==> config.mk <==
export PLATFORM = sky130hd
export DESIGN_NAME = vc_control
export DESIGN_NICKNAME = d
export VERILOG_FILES = /design/src/rtl/vc_control.sv
export SDC_FILE = /design/constraint.sdc
export NUM_CORES = 1
export LEC_CHECK = 0
export BUFFER_PORTS_ARGS = -buffer_cell sky130_fd_sc_hd__buf_2
export CORE_MARGIN = 2
export CORE_UTILIZATION = 25
export DETAILED_ROUTE_END_ITERATION = 16
export SLEW_MARGIN = 20
export SYNTH_ARGS = -nofsm -noshare
export SYNTH_HDL_FRONTEND = slang
export SYNTH_SLANG_ARGS = --single-unit
==> constraint.sdc <==
create_clock -name clk -period 2.8 [get_ports clk]
set_input_delay 0.84 -clock clk [delete_from_list [all_inputs] [get_ports clk]]
set_output_delay 0.84 -clock clk [all_outputs]
set_load 0.01 [all_outputs]
==> src/rtl/vc_control.sv <==
// Victim-cache controller: lookup, true-LRU victim choice, dirty writeback,
// refill from memory and the L1<->VC line swap for a 4-way exclusive victim cache.
module vc_control #(
    parameter int TAG_WIDTH = 12
) (
    input  logic                 clk,
    input  logic                 rst,
    input  logic                 l1_req,
    input  logic [TAG_WIDTH-1:0] l1_addr,
    input  logic                 l1_evict_valid,
    input  logic                 l1_evict_dirty,
    input  logic [TAG_WIDTH-1:0] l1_evict_tag,
    output logic                 l1_resp,
    output logic                 l1_src_sel,
    input  logic [TAG_WIDTH-1:0] tag0,
    input  logic [TAG_WIDTH-1:0] tag1,
    input  logic [TAG_WIDTH-1:0] tag2,
    input  logic [TAG_WIDTH-1:0] tag3,
    output logic [1:0]           array_index,
    output logic                 array_write,
    output logic                 pmem_read,
    output logic                 pmem_write,
    output logic [TAG_WIDTH-1:0] pmem_addr,
    input  logic                 pmem_resp
);
    typedef enum logic [2:0] {IDLE, LOOKUP, WB, FETCH, SWAP} state_t;

    state_t                    state, state_nx;
    logic [TAG_WIDTH-1:0]      addr_r, ev_tag_r;
    logic                      ev_valid_r, ev_dirty_r;
    logic [3:0]                valid, dirty;
    logic [3:0][1:0]           rank;
    logic [1:0]                way_r;
    logic                      hit_r;

    logic [3:0][TAG_WIDTH-1:0] tags;
    logic [3:0]                match;
    logic                      hit;
    logic [1:0]                hit_way, inv_way, lru_way, vic_way;

    assign tags = {tag3, tag2, tag1, tag0};

    for (genvar w = 0; w < 4; w++) begin : g_match
        assign match[w] = valid[w] && (tags[w] == addr_r);
    end

    // Descending scans leave the lowest qualifying way selected.
    always_comb begin
        hit_way = 2'd0;
        inv_way = 2'd0;
        lru_way = 2'd0;
        for (int w = 3; w >= 0; w--) begin
            if (match[w])      hit_way = 2'(w);
            if (!valid[w])     inv_way = 2'(w);
            if (rank[w] == 2'd0) lru_way = 2'(w);
        end
        hit     = |match;
        vic_way = hit ? hit_way : ((&valid) ? lru_way : inv_way);
    end

    always_comb begin
        state_nx = state;
        case (state)
            IDLE:    if (l1_req) state_nx = LOOKUP;
            LOOKUP: begin
                if (hit)                                 state_nx = SWAP;
                else if (valid[vic_way] && dirty[vic_way]) state_nx = WB;
                else                                     state_nx = FETCH;
            end
            WB:      if (pmem_resp) state_nx = FETCH;
            FETCH:   if (pmem_resp) state_nx = SWAP;
            SWAP:    state_nx = IDLE;
            default: state_nx = IDLE;
        endcase
    end

    // Moore outputs; everything idles at zero so reset forces them low at once.
    always_comb begin
        l1_resp     = 1'b0;
        l1_src_sel  = 1'b0;
        array_index = 2'd0;
        array_write = 1'b0;
        pmem_read   = 1'b0;
        pmem_write  = 1'b0;
        pmem_addr   = '0;
        case (state)
            WB: begin
                pmem_write  = 1'b1;
                pmem_addr   = tags[way_r];
                array_index = way_r;
            end
            FETCH: begin
                pmem_read = 1'b1;
                pmem_addr = addr_r;
            end
            SWAP: begin
                l1_resp     = 1'b1;
                l1_src_sel  = ~hit_r;
                array_index = way_r;
                array_write = ev_valid_r;
            end
            default: ;
        endcase
    end

    always_ff @(posedge clk or posedge rst) begin
        if (rst) begin
            state      <= IDLE;
            valid      <= '0;
            dirty      <= '0;
            rank       <= {2'd3, 2'd2, 2'd1, 2'd0};
            addr_r     <= '0;
            ev_tag_r   <= '0;
            ev_valid_r <= 1'b0;
            ev_dirty_r <= 1'b0;
            way_r      <= 2'd0;
            hit_r      <= 1'b0;
        end else begin
            state <= state_nx;
            case (state)
                IDLE: if (l1_req) begin
                    addr_r     <= l1_addr;
                    ev_valid_r <= l1_evict_valid;
                    ev_dirty_r <= l1_evict_dirty;
                    ev_tag_r   <= l1_evict_tag;
                end
                LOOKUP: begin
                    way_r <= vic_way;
                    hit_r <= hit;
                end
                SWAP: begin
                    if (ev_valid_r) begin
                        valid[way_r] <= 1'b1;
                        dirty[way_r] <= ev_dirty_r;
                        for (int w = 0; w < 4; w++) begin
                            if (2'(w) == way_r)          rank[w] <= 2'd3;
                            else if (rank[w] > rank[way_r]) rank[w] <= rank[w] - 2'd1;
                        end
                    end else if (hit_r) begin
                        // Line moved back to L1 with nothing to replace it.
                        valid[way_r] <= 1'b0;
                        dirty[way_r] <= 1'b0;
                    end
                end
                default: ;
            endcase
        end
    end
endmodule

==> reports/results.txt, run 1 <==
Power density cells -> 946 nW/um^2
Share of the cycle needed by the critical path after routing -> 0.955
Post-CTS Hold Buffers -> 0
Antenna violations before repair -> 0
Clock latency of the later-clocked register in the worst-skew pair -> 0.28 ns
TritonCTS clock tree -> built
Drt first pass iters -> 4
Top area cells in the synthesized netlist -> dfrtp_1 26%, mux4_2 10%, xnor2_1 8.1%
Proportion of register bits with asynchronous set or reset after synthesis -> 1.00
Startpoint kind of the worst setup timing path -> flop
Outcome -> complete, no violations
IO Count -> 97
Routed wire per std cell -> 15.3 um
Minimum clock period after layout -> 2.67 ns
# Post-CTS Setup Buffers -> 0
Detail-routed via count per cell -> 4.70
Fin. max-slew vios -> 0
Max-Cap Viols -> 0
Die height -> 116 um
Max Clock Freq -> 0.374 GHz
Maximum buffer depth of the clock tree -> 2
Via count of the first global-routing pass -> 2633
Placed standard-cell area -> 3670 sq um
Die Footprint -> 13400 sq um
Largest net degree at the start of global routing -> 37
Min setup slack post-route -> 0.126 ns
Number of clock sinks -> 36
Overall fraction of global-route tracks in use -> 0.128
Antenna cells -> 0
Routed vias -> 2561
Count of cells resized by post-cts repair -> 0
Global-route wire length before repair -> 13300 um
Aggregate global routing overflow -> 0
Share of post-route cells with drive strength above 1 -> 0.414
Cell area after layout -> 3820 sq um
Hold crit path type -> reg2reg
Register-to-register setup slack -> 0.44 ns
Clock root buffer -> clkbuf_16
Signal arrival time at the worst endpoint -> 1.83 ns
Number of DRC markers after the initial detailed-route iteration -> 110
Number of flops mapped to enable cells by yosys -> 0
Number of nets in the finished design -> 466
Post-DP HPWL -> 6670 um
Share of the yosys chip area belonging to registers -> 0.289
# port buffers -> 84
Number of core rows -> 40
Die width -> 116 um
Mean cell area of the mapped netlist -> 10.5 sq um
Post-synthesis net count -> 387
Final count of hold timing violations -> 0
Maximum clock skew at final layout -> 0.00581 ns
Number of H-tree branching levels -> 2
Total power of the final layout -> 3.61 mW
Post-Route WL -> 8350 um
Number of cells in the design after placement -> 537
Least-Margin Pin Slew -> 0.480 ns
Minimum hold slack -> 0.493 ns
Dpl ws -> 0.167 ns
Type of the worst setup path -> reg2out
Yosys Warn Count -> 0
Most numerous cell in the Yosys netlist -> dfrtp_1
Number of different library cells in the post-synthesis netlist -> 51
Initial Utilization -> 0.258
Most used standard cells in the synthesized netlist -> 32 x dfrtp_1, 29 x xnor2_1, 19 x nand2_1, 17 x inv_1
Area leader, netlist -> dfrtp_1
Largest vdd supply drop -> 0.306 mV
Core Util, Final -> 0.315
Number of CTS-inserted buffers -> 5
Leak pwr -> 1.66 nW
Critical path required time -> 1.96 ns
Fraction of synthesized cell area taken by the top area cell type -> 0.256
Final instance count without filler cells -> 545
Combined area of all synthesized cells -> 3130 sq um
Max-Slew Margin vs Limit -> 0.680
Setup violation total in the final timing report -> 0
Unrepaired setup endpoints after global routing -> no
Synthesized flop and latch total -> 36
Clock transition at the registers of the reported paths -> 0.06 ns
Core area -> 12100 sq um
Setup crit end kind -> primary output
Dominant synthesized flop cell -> dfrtp_1
Final ANT Viol Nets -> 0
Post-route setup TNS -> 0 ns
Final Wtd Congestion -> 0.838
Number of standard cells after synthesis -> 297
DRC -> 0
Layout Area Growth over Synthesis -> 22.0%
Max FO, Critical Path -> 11
[worst paths after layout]
| check | startpoint | to | cells past startpoint |
|---|---|---|---|
| max reg2reg | way_r[1]$_DFFE_PP0N_ | rank[3]$_DFFE_PP0P_ | 5 |
| min reg2reg | rank[2]$_DFFE_PP1P_ | rank[2]$_DFFE_PP1P_ | 2 |
| max in group asynchronous | rst | rank[6]$_DFFE_PP1P_ | 3 |
| min in group asynchronous | rst | addr_r[3]$_DFFE_PP0P_ | 3 |
| max | way_r[1]$_DFFE_PP0N_ | pmem_addr[10] | 4 |
| min | rank[2]$_DFFE_PP1P_ | rank[2]$_DFFE_PP1P_ | 2 |
[cell families (layout without fill, tap and decap cells)]
| kind of cell | Yosys count | count (layout) | share of synthesized area |
|---|---|---|---|
| and+or+nand+nor | 66 | 66 | 0.124 |
| AOI/OAI and AO/OA | 60 | 60 | 0.129 |
| xor gates and xnor gates | 51 | 51 | 0.164 |
| buffers and inverters | 39 | 119 | 0.0763 |
| DFF | 36 | 36 | 0.289 |
| muxes | 33 | 33 | 0.169 |
| adders and majority gates | 12 | 12 | 0.0480 |
[layer usage]
metal	part of all wire	routed length, um	global-route usage
met2	0.48	4020	0.221
met3	0.052	435	0.0230
met5	0	0	0
met1	0.45	3730	0.162
met4	0.019	158	0.0444
[critical path, stage by stage (launching register included)]
cell,delay [ns]
dfrtp_1,0.62
buf_4,0.26
mux4_2,0.30
a22o_1,0.22
buf_2,0.14
[cell type report]
cell class / instances / area (sq um)
clock inverters: 3 / 18.8
inverters: 17 / 63.8
fillers: 1318 / 8290
flip-flops and latches: 36 / 906
clock buffers: 5 / 125
multi-input cells: 222 / 2000
repair buffers: 94 / 495
well taps: 168 / 210
[cells in the final DEF (no fill, tap or decap), types with 3 or more instances in the layout]
master,n
buf_2,84
dfrtp_1,32
xnor2_1,29
nand2_1,19
inv_1,17
mux2_2,14
mux4_2,14
o21ai_0,13
xor2_1,13
a22o_1,12
ha_1,12
nor2_1,10
a21oi_1,10
buf_4,10
xnor2_2,9
nand4_1,7
o21ai_1,6
nand3_1,5
clkbuf_16,5
mux2_1,4
nor2b_1,4
dfstp_2,4
nand2b_1,3
a211oi_1,3
[power by group]
| part | internal (mW) | switching [mW] | leakage (nW) |
|---|---|---|---|
| Clock | 0.327 | 0.216 | 0.0736 |
| Combinational | 1.05 | 0.936 | 1.14 |
| Sequential | 0.719 | 0.367 | 0.445 |
| Total | 2.09 | 1.52 | 1.66 |
No activity file was read; power rests on OpenSTA's default activity.
==> inputs of run 2 (changes only) <==
==> constraint.sdc (replaced) <==
create_clock -name clk -period 2.3 [get_ports clk]
set_input_delay 0.69 -clock clk [delete_from_list [all_inputs] [get_ports clk]]
set_output_delay 0.69 -clock clk [all_outputs]
set_load 0.01 [all_outputs]
==> run 2 against run 1 <==
Compared with the run above:
- flip-flop and latch count unchanged
- clock skew up 0.00085 ns
- worst hold slack worse by 0.014 ns
- critical path depth unchanged
- clock power up 32%
- the run now ends with negative setup slack left
- wire length down 0.24%
- core utilization up 0.98 points
- non-clock buffer count up 9
- largest power group unchanged
- power up 29%
- first-iteration DRC count up 7.3%
- critical endpoint unchanged
- sequential share of layout area down 0.62 points
==> reports/results.txt, run 2 (synthesis results as in run 1) <==
Outcome -> finished with violations (was complete, no violations)
Violated checks -> negative setup slack
Cell depth of the worst flop-to-flop path -> 7 (was 5)
Top library cells by usage in the layout, fill and taps aside -> 83 x buf_2, 29 x xnor2_1, 29 x dfrtp_1, 19 x nand2_1, 17 x buf_4 (was 84 x buf_2, 32 x dfrtp_1, 29 x xnor2_1, 19 x nand2_1, 17 x inv_1)
Maximum clock skew at final layout -> 0.00666 ns (was 0.00581 ns)
Type of the worst setup path -> reg2out (unchanged)
Antenna violations before repair -> 0 (unchanged)
Share of the cycle needed by the critical path after routing -> 1.04
Setup crit end kind -> primary output (unchanged)
Die height -> 116 um (unchanged)
Number of core rows -> 40 (unchanged)
Die width -> 116 um (unchanged)
Number of H-tree branching levels -> 2 (unchanged)
Switching Share -> 0.409 (was 0.420)
Aggregate global routing overflow -> 0 (unchanged)
Largest net degree at the start of global routing -> 37 (unchanged)
Final Wtd Congestion -> 0.900 (was 0.838)
Via count of the first global-routing pass -> 2604 (was 2633)
Most common library cell in the layout ignoring fill and taps -> buf_2 (unchanged)
Initial Utilization -> 0.258 (unchanged)
Core Util, Final -> 0.325 (was 0.315)
Setup violation total in the final timing report -> 11 (was 0)
Clock latency of the later-clocked register in the worst-skew pair -> 0.28 ns (about the same)
Critical path required time -> 1.61 ns (was 1.96 ns)
Overall fraction of global-route tracks in use -> 0.125 (was 0.128)
IO Count -> 97 (unchanged)
Worst setup path start -> way_r[0]$_DFFE_PP0N_ (was way_r[1]$_DFFE_PP0N_)
Register-to-register setup slack -> 0.09 ns (was 0.44 ns)
Number of nets in the finished design -> 475 (was 466)
Core area -> 12100 sq um (unchanged)
Max Clock Freq -> 0.420 GHz
Post-DP HPWL -> 6670 um (about the same)
# port buffers -> 84 (unchanged)
Routed vias -> 2584 (was 2561)
Antenna cells -> 0 (unchanged)
Max-Cap Viols -> 0 (unchanged)
Max FO, Critical Path -> 6 (was 11)
Clock root buffer -> clkbuf_16 (unchanged)
Final count of hold timing violations -> 0 (unchanged)
Unrepaired setup endpoints after global routing -> yes (was no)
Global-route wire length before repair -> 13100 um (was 13300 um)
Power density cells -> 1180 nW/um^2 (was 946 nW/um^2)
Startpoint kind of the worst setup timing path -> flop (unchanged)
Placed standard-cell area -> 3730 sq um (was 3670 sq um)
Min setup slack post-route -> -0.0838 ns (was 0.126 ns)
Max-Slew Margin vs Limit -> 0.673 (was 0.680)
R2R Path End -> state[0]$_DFFE_PP0P_ (was rank[3]$_DFFE_PP0P_)
Drt first pass iters -> 4 (unchanged)
Number of clock sinks -> 36 (unchanged)
Final ANT Viol Nets -> 0 (unchanged)
Post-CTS Hold Buffers -> 0 (unchanged)
Clock transition at the registers of the reported paths -> 0.06 ns (about the same)
Switching power summed over all nets -> 1.90 mW (was 1.52 mW)
Cell internal power dissipation -> 2.75 mW (was 2.09 mW)
Post-Route WL -> 8330 um (was 8350 um)
Endpoint of the worst setup timing path -> pmem_addr[10] (unchanged)
Detail-routed via count per cell -> 4.66 (was 4.70)
Part of the power in combinational logic -> 0.566 (was 0.549)
Share of post-route cells with drive strength above 1 -> 0.443 (was 0.414)
Routed wire per std cell -> 15.0 um (was 15.3 um)
Fin. max-slew vios -> 0 (unchanged)
Hold crit path type -> reg2reg (unchanged)
Number of DRC markers after the initial detailed-route iteration -> 118 (was 110)
Power share of the clock group -> 0.154 (was 0.150)
Sequential share of power -> 0.280 (was 0.301)
Die Footprint -> 13400 sq um (unchanged)
Least-Margin Pin Slew -> 0.491 ns (was 0.480 ns)
Reg-to-reg startpoint -> addr_r[10]$_DFFE_PP0P_ (was way_r[1]$_DFFE_PP0N_)
Layout Area Growth over Synthesis -> 25.8% (was 22.0%)
Largest vdd supply drop -> 0.314 mV (was 0.306 mV)
Post-route setup TNS -> -0.686 ns (was 0 ns)
Minimum clock period after layout -> 2.38 ns
TritonCTS clock tree -> built (unchanged)
DRC -> 0 (unchanged)
Number of CTS-inserted buffers -> 5 (unchanged)
Signal arrival time at the worst endpoint -> 1.69 ns (was 1.83 ns)
Maximum buffer depth of the clock tree -> 2 (unchanged)
Cell area after layout -> 3940 sq um (was 3820 sq um)
Leak pwr -> 1.70 nW (was 1.66 nW)
[run 2: cell types whose count changed in the layout (fill, tap and decap cells not counted), moves of 2 or more]
cell      change
buf_4         +7
dfrtp_1       -3
dfrtp_2       +3
a211oi_1      -2
a211oi_2      +2
buf_6         +2
clkbuf_8      +2
clkinv_2      -2
o21ai_0       -2
o21ai_1       +2
[run 2: what timing repair did]
| item | in CTS | in global routing |
|---|---|---|
| setup endpoints to repair | 13 | 19 |
| gates resized for setup | 5 | 9 |
| cloned | 0 | 0 |
| pin swaps | 11 | 2 |
| buffers inserted | 1 | 0 |
[run 2: cell type report]
type | count | area (sq um)
Inverter | 17 | 63.8
Clock buffer | 8 | 156
Multi-Input combinational cell | 222 | 2020
Fill cell | 1236 | 8170
Sequential cell | 36 | 910
Tap cell | 168 | 210
Timing Repair Buffer | 103 | 581
[run 2: through the flow]
| step | hold WS (ns) | power (mW) | setup WS, ns | cells |
|---|---|---|---|---|
| floorplan | 0.442 | 3.24 | -0.00384 | 297 |
| global placement | 0.462 | 3.78 | -0.121 | 545 |
| detailed placement | 0.469 | 3.84 | -0.125 | 545 |
| CTS | 0.480 | 4.60 | -0.113 | 554 |
| global route | 0.515 | 4.98 | -0.142 | 554 |
| finish | 0.479 | 4.65 | -0.0838 | 554 |
[run 2: worst max-delay path, stage by stage (launching register included)]
cell	delay (ns)
dfrtp_2	0.42
buf_8	0.15
mux4_2	0.49
a22o_1	0.21
buf_2	0.14
[run 2: worst min path at each step]
stage	start	to	cells after the start	slack, ns
3_5_place_dp	ev_dirty_r$_DFFE_PP0P_	ev_dirty_r$_DFFE_PP0P_	1	0.47
4_1_cts	ev_dirty_r$_DFFE_PP0P_	ev_dirty_r$_DFFE_PP0P_	1	0.48
2_1_floorplan	rank[0]$_DFFE_PP0P_	rank[0]$_DFFE_PP0P_	1	0.44
5_1_grt	rank[0]$_DFFE_PP0P_	rank[0]$_DFFE_PP0P_	1	0.52
6_report	ev_dirty_r$_DFFE_PP0P_	ev_dirty_r$_DFFE_PP0P_	1	0.48
3_3_place_gp	ev_dirty_r$_DFFE_PP0P_	ev_dirty_r$_DFFE_PP0P_	1	0.46
[run 2: layer usage]
metal,track usage,vias up,routed length [um],share of wire
li1,-,1239,-,-
met1,0.159,1266,3750,0.45
met2,0.218,66,4040,0.49
met3,0.0209,13,379,0.046
met4,0.0397,0,152,0.018
met5,0,-,0,0
[run 2: power groups by stage]
stage	clock network [mW]	logic [mW]	registers, mW
2_1_floorplan	0	2.24	1.00
3_3_place_gp	0	2.48	1.30
3_5_place_dp	0	2.53	1.31
4_1_cts	0.727	2.58	1.30
5_1_grt	0.756	2.87	1.35
6_report	0.716	2.63	1.30
==> inputs of run 3 (changes only) <==
--- a/config.mk
+++ b/config.mk
@@ -9,7 +9,7 @@
 export CORE_MARGIN = 2
 export CORE_UTILIZATION = 25
 export DETAILED_ROUTE_END_ITERATION = 16
-export SLEW_MARGIN = 20
+export RECOVER_POWER = 50
 export SYNTH_ARGS = -nofsm -noshare
 export SYNTH_HDL_FRONTEND = slang
 export SYNTH_SLANG_ARGS = --single-unit
==> run 3 against run 2 <==
Compared with the run above:
- the run still ends with negative setup slack left
- power barely moved
- critical path depth unchanged
- maximum frequency about the same
- setup slack better by 0.00054 ns
- worst hold slack about the same
- count of clock-buffer cells in the layout unchanged
- wire length decreased by 0.24%
- largest power group unchanged
- highest routed layer unchanged
==> reports/results.txt, run 3 (synthesis results as in run 1) <==
CP top delay family -> multiplexers (unchanged)
Routed wire per std cell -> 15.0 um (about the same)
Maximum clock skew at final layout -> 0.00668 ns (was 0.00666 ns)
Max Clock Freq -> 0.420 GHz (about the same)
Number of clock sinks -> 36 (unchanged)
Cells along the critical path -> buf_8 -> mux4_2 -> a22o_1 -> buf_2 (unchanged)
Number of CTS-inserted buffers -> 5 (unchanged)
Clock transition at the registers of the reported paths -> 0.06 ns (about the same)
Final count of hold timing violations -> 0 (unchanged)
Slowest stage cell on the critical path -> mux4_2 (unchanged)
Setup crit end kind -> primary output (unchanged)
Clock latency of the later-clocked register in the worst-skew pair -> 0.28 ns (about the same)
Layout Area Growth over Synthesis -> 25.7% (was 25.8%)
Worst hold path startpoint -> ev_dirty_r$_DFFE_PP0P_ (unchanged)
Violated checks -> negative setup slack (unchanged)
Startpoint kind of the worst setup timing path -> flop (unchanged)
Final ANT Viol Nets -> 0 (unchanged)
Buffers plus inverters on the worst setup path -> 2 (unchanged)
Number of cells in the design after placement -> 545 (unchanged)
Most common library cell in the layout ignoring fill and taps -> buf_2 (unchanged)
Largest vdd supply drop -> 0.315 mV (was 0.314 mV)
Count of fill cells added during filler insertion -> 1237 (was 1236)
Hold worst-path end -> ev_dirty_r$_DFFE_PP0P_ (unchanged)
Detail-routed via count per cell -> 4.66 (about the same)
Least-Margin Pin Slew -> 0.958 ns (was 0.491 ns)
Hold crit path type -> reg2reg (unchanged)
# port buffers -> 84 (unchanged)
Die Footprint -> 13400 sq um (unchanged)
Leak pwr -> 1.70 nW (about the same)
Max-Cap Viols -> 0 (unchanged)
Signal arrival time at the worst endpoint -> 1.69 ns (about the same)
Max-Slew Margin vs Limit -> 0.361 (was 0.673)
Maximum buffer depth of the clock tree -> 2 (unchanged)
Outcome -> finished with violations (unchanged)
Die width -> 116 um (unchanged)
Die height -> 116 um (unchanged)
Fin. max-slew vios -> 0 (unchanged)
Via count of the first global-routing pass -> 2604 (unchanged)
Drt first pass iters -> 4 (unchanged)
Routed vias -> 2580 (was 2584)
Share of the cycle needed by the critical path after routing -> 1.04 (about the same)
Top library cells by usage in the layout, fill and taps aside -> 83 x buf_2, 29 x xnor2_1, 29 x dfrtp_1, 19 x nand2_1 (was 83 x buf_2, 29 x xnor2_1, 29 x dfrtp_1, 19 x nand2_1, 17 x buf_4)
Final instance count without filler cells -> 554 (unchanged)
Core area -> 12100 sq um (unchanged)
Share of post-route cells with drive strength above 1 -> 0.443 (unchanged)
Number of DRC markers after the initial detailed-route iteration -> 117 (was 118)
Global-route wire length before repair -> 13100 um (unchanged)
IO Count -> 97 (unchanged)
Reg-to-reg startpoint -> addr_r[10]$_DFFE_PP0P_ (unchanged)
Register-to-register setup slack -> 0.09 ns (about the same)
Antenna cells -> 0 (unchanged)
Post-CTS Hold Buffers -> 0 (unchanged)
Number of core rows -> 40 (unchanged)
Antenna violations before repair -> 0 (unchanged)
Post-route setup TNS -> -0.669 ns (was -0.686 ns)
Post-DP HPWL -> 6670 um (unchanged)
Delay of the slowest cell on the worst path -> 0.49 ns (about the same)
R2R Path End -> state[0]$_DFFE_PP0P_ (unchanged)
Placed standard-cell area -> 3730 sq um (unchanged)
Unrepaired setup endpoints after global routing -> yes (unchanged)
Number of H-tree branching levels -> 2 (unchanged)
Number of nets in the finished design -> 475 (unchanged)
Min setup slack post-route -> -0.0832 ns (was -0.0838 ns)
Power density cells -> 1180 nW/um^2 (about the same)
Largest net degree at the start of global routing -> 37 (unchanged)
Aggregate global routing overflow -> 0 (unchanged)
Minimum clock period after layout -> 2.38 ns (about the same)
Setup violation total in the final timing report -> 11 (unchanged)
Overall fraction of global-route tracks in use -> 0.125 (unchanged)
Post-Route WL -> 8310 um (was 8330 um)
Cell depth of the worst hold path -> 1 (unchanged)
TritonCTS clock tree -> built (unchanged)
Cell area after layout -> 3940 sq um (about the same)
Final Wtd Congestion -> 0.900 (unchanged)
Cell depth of the worst flop-to-flop path -> 7 (unchanged)
DRC -> 0 (unchanged)
Max FO, Critical Path -> 6 (unchanged)
Clock root buffer -> clkbuf_16 (unchanged)
Critical path required time -> 1.61 ns (about the same)
Type of the worst setup path -> reg2out (unchanged)
Initial Utilization -> 0.258 (unchanged)
[run 3: cell count changes in the layout (fill, tap and decap cells not counted), sizes merged]
cell,change
buf,-1
clkbuf,+1
[run 3: area by class of cell]
class | count | area, sq um | share of cell area
clock buffers | 8 | 156 | 0.0397
inverters | 17 | 63.8 | 0.0162
multi-input cells | 222 | 2020 | 0.513
flip-flops and latches | 36 | 910 | 0.231
well taps | 168 | 210 | 0.0534
repair buffers | 103 | 578 | 0.147
[run 3: how the worst max path moves through the flow]
stage,start,endpoint,slack (ns),cells after the start
2_1_floorplan,way_r[1]$_DFFE_PP0N_,rank[1]$_DFFE_PP0P_,-0.004,8
3_3_place_gp,tag3[4],state[0]$_DFFE_PP0P_,-0.12,8
3_5_place_dp,tag3[4],state[0]$_DFFE_PP0P_,-0.12,8
4_1_cts,way_r[0]$_DFFE_PP0N_,pmem_addr[10],-0.11,4
5_1_grt,way_r[0]$_DFFE_PP0N_,pmem_addr[7],-0.14,4
6_report,way_r[0]$_DFFE_PP0N_,pmem_addr[10],-0.08,4
[run 3: layer usage]
layer  up-vias  part of all wire  wire length, um  GRT usage
li1       1241                 -                -          -
met1      1266              0.45             3730      0.159
met2        63              0.49             4050      0.218
met3        10             0.045              376     0.0209
met4         0             0.017              142     0.0397
met5         -                 0                0          0
[run 3: metrics by stage]
step | hold WS, ns | power (mW) | util | setup slack, ns
after floorplan | 0.442 | 3.24 | - | -0.00384
after global placement | 0.462 | 3.78 | 0.308 | -0.121
after detailed placement | 0.469 | 3.84 | 0.308 | -0.125
after CTS | 0.480 | 4.60 | 0.323 | -0.113
after global routing | 0.515 | 4.98 | 0.325 | -0.142
final | 0.479 | 4.64 | 0.325 | -0.0832
[run 3: what timing repair did]
action | CTS | global route
endpoints found under the setup margin | 13 | 19
pin swaps | 11 | 2
buffers inserted | 1 | 0
resized for setup | 5 | 9
[run 3: report_power, final]
| group | total (mW) | switching (mW) | internal, mW |
|---|---|---|---|
| clock network | 0.714 | 0.253 | 0.461 |
| registers | 1.30 | 0.422 | 0.880 |
| logic | 2.63 | 1.22 | 1.41 |
| total | 4.64 | 1.90 | 2.75 |
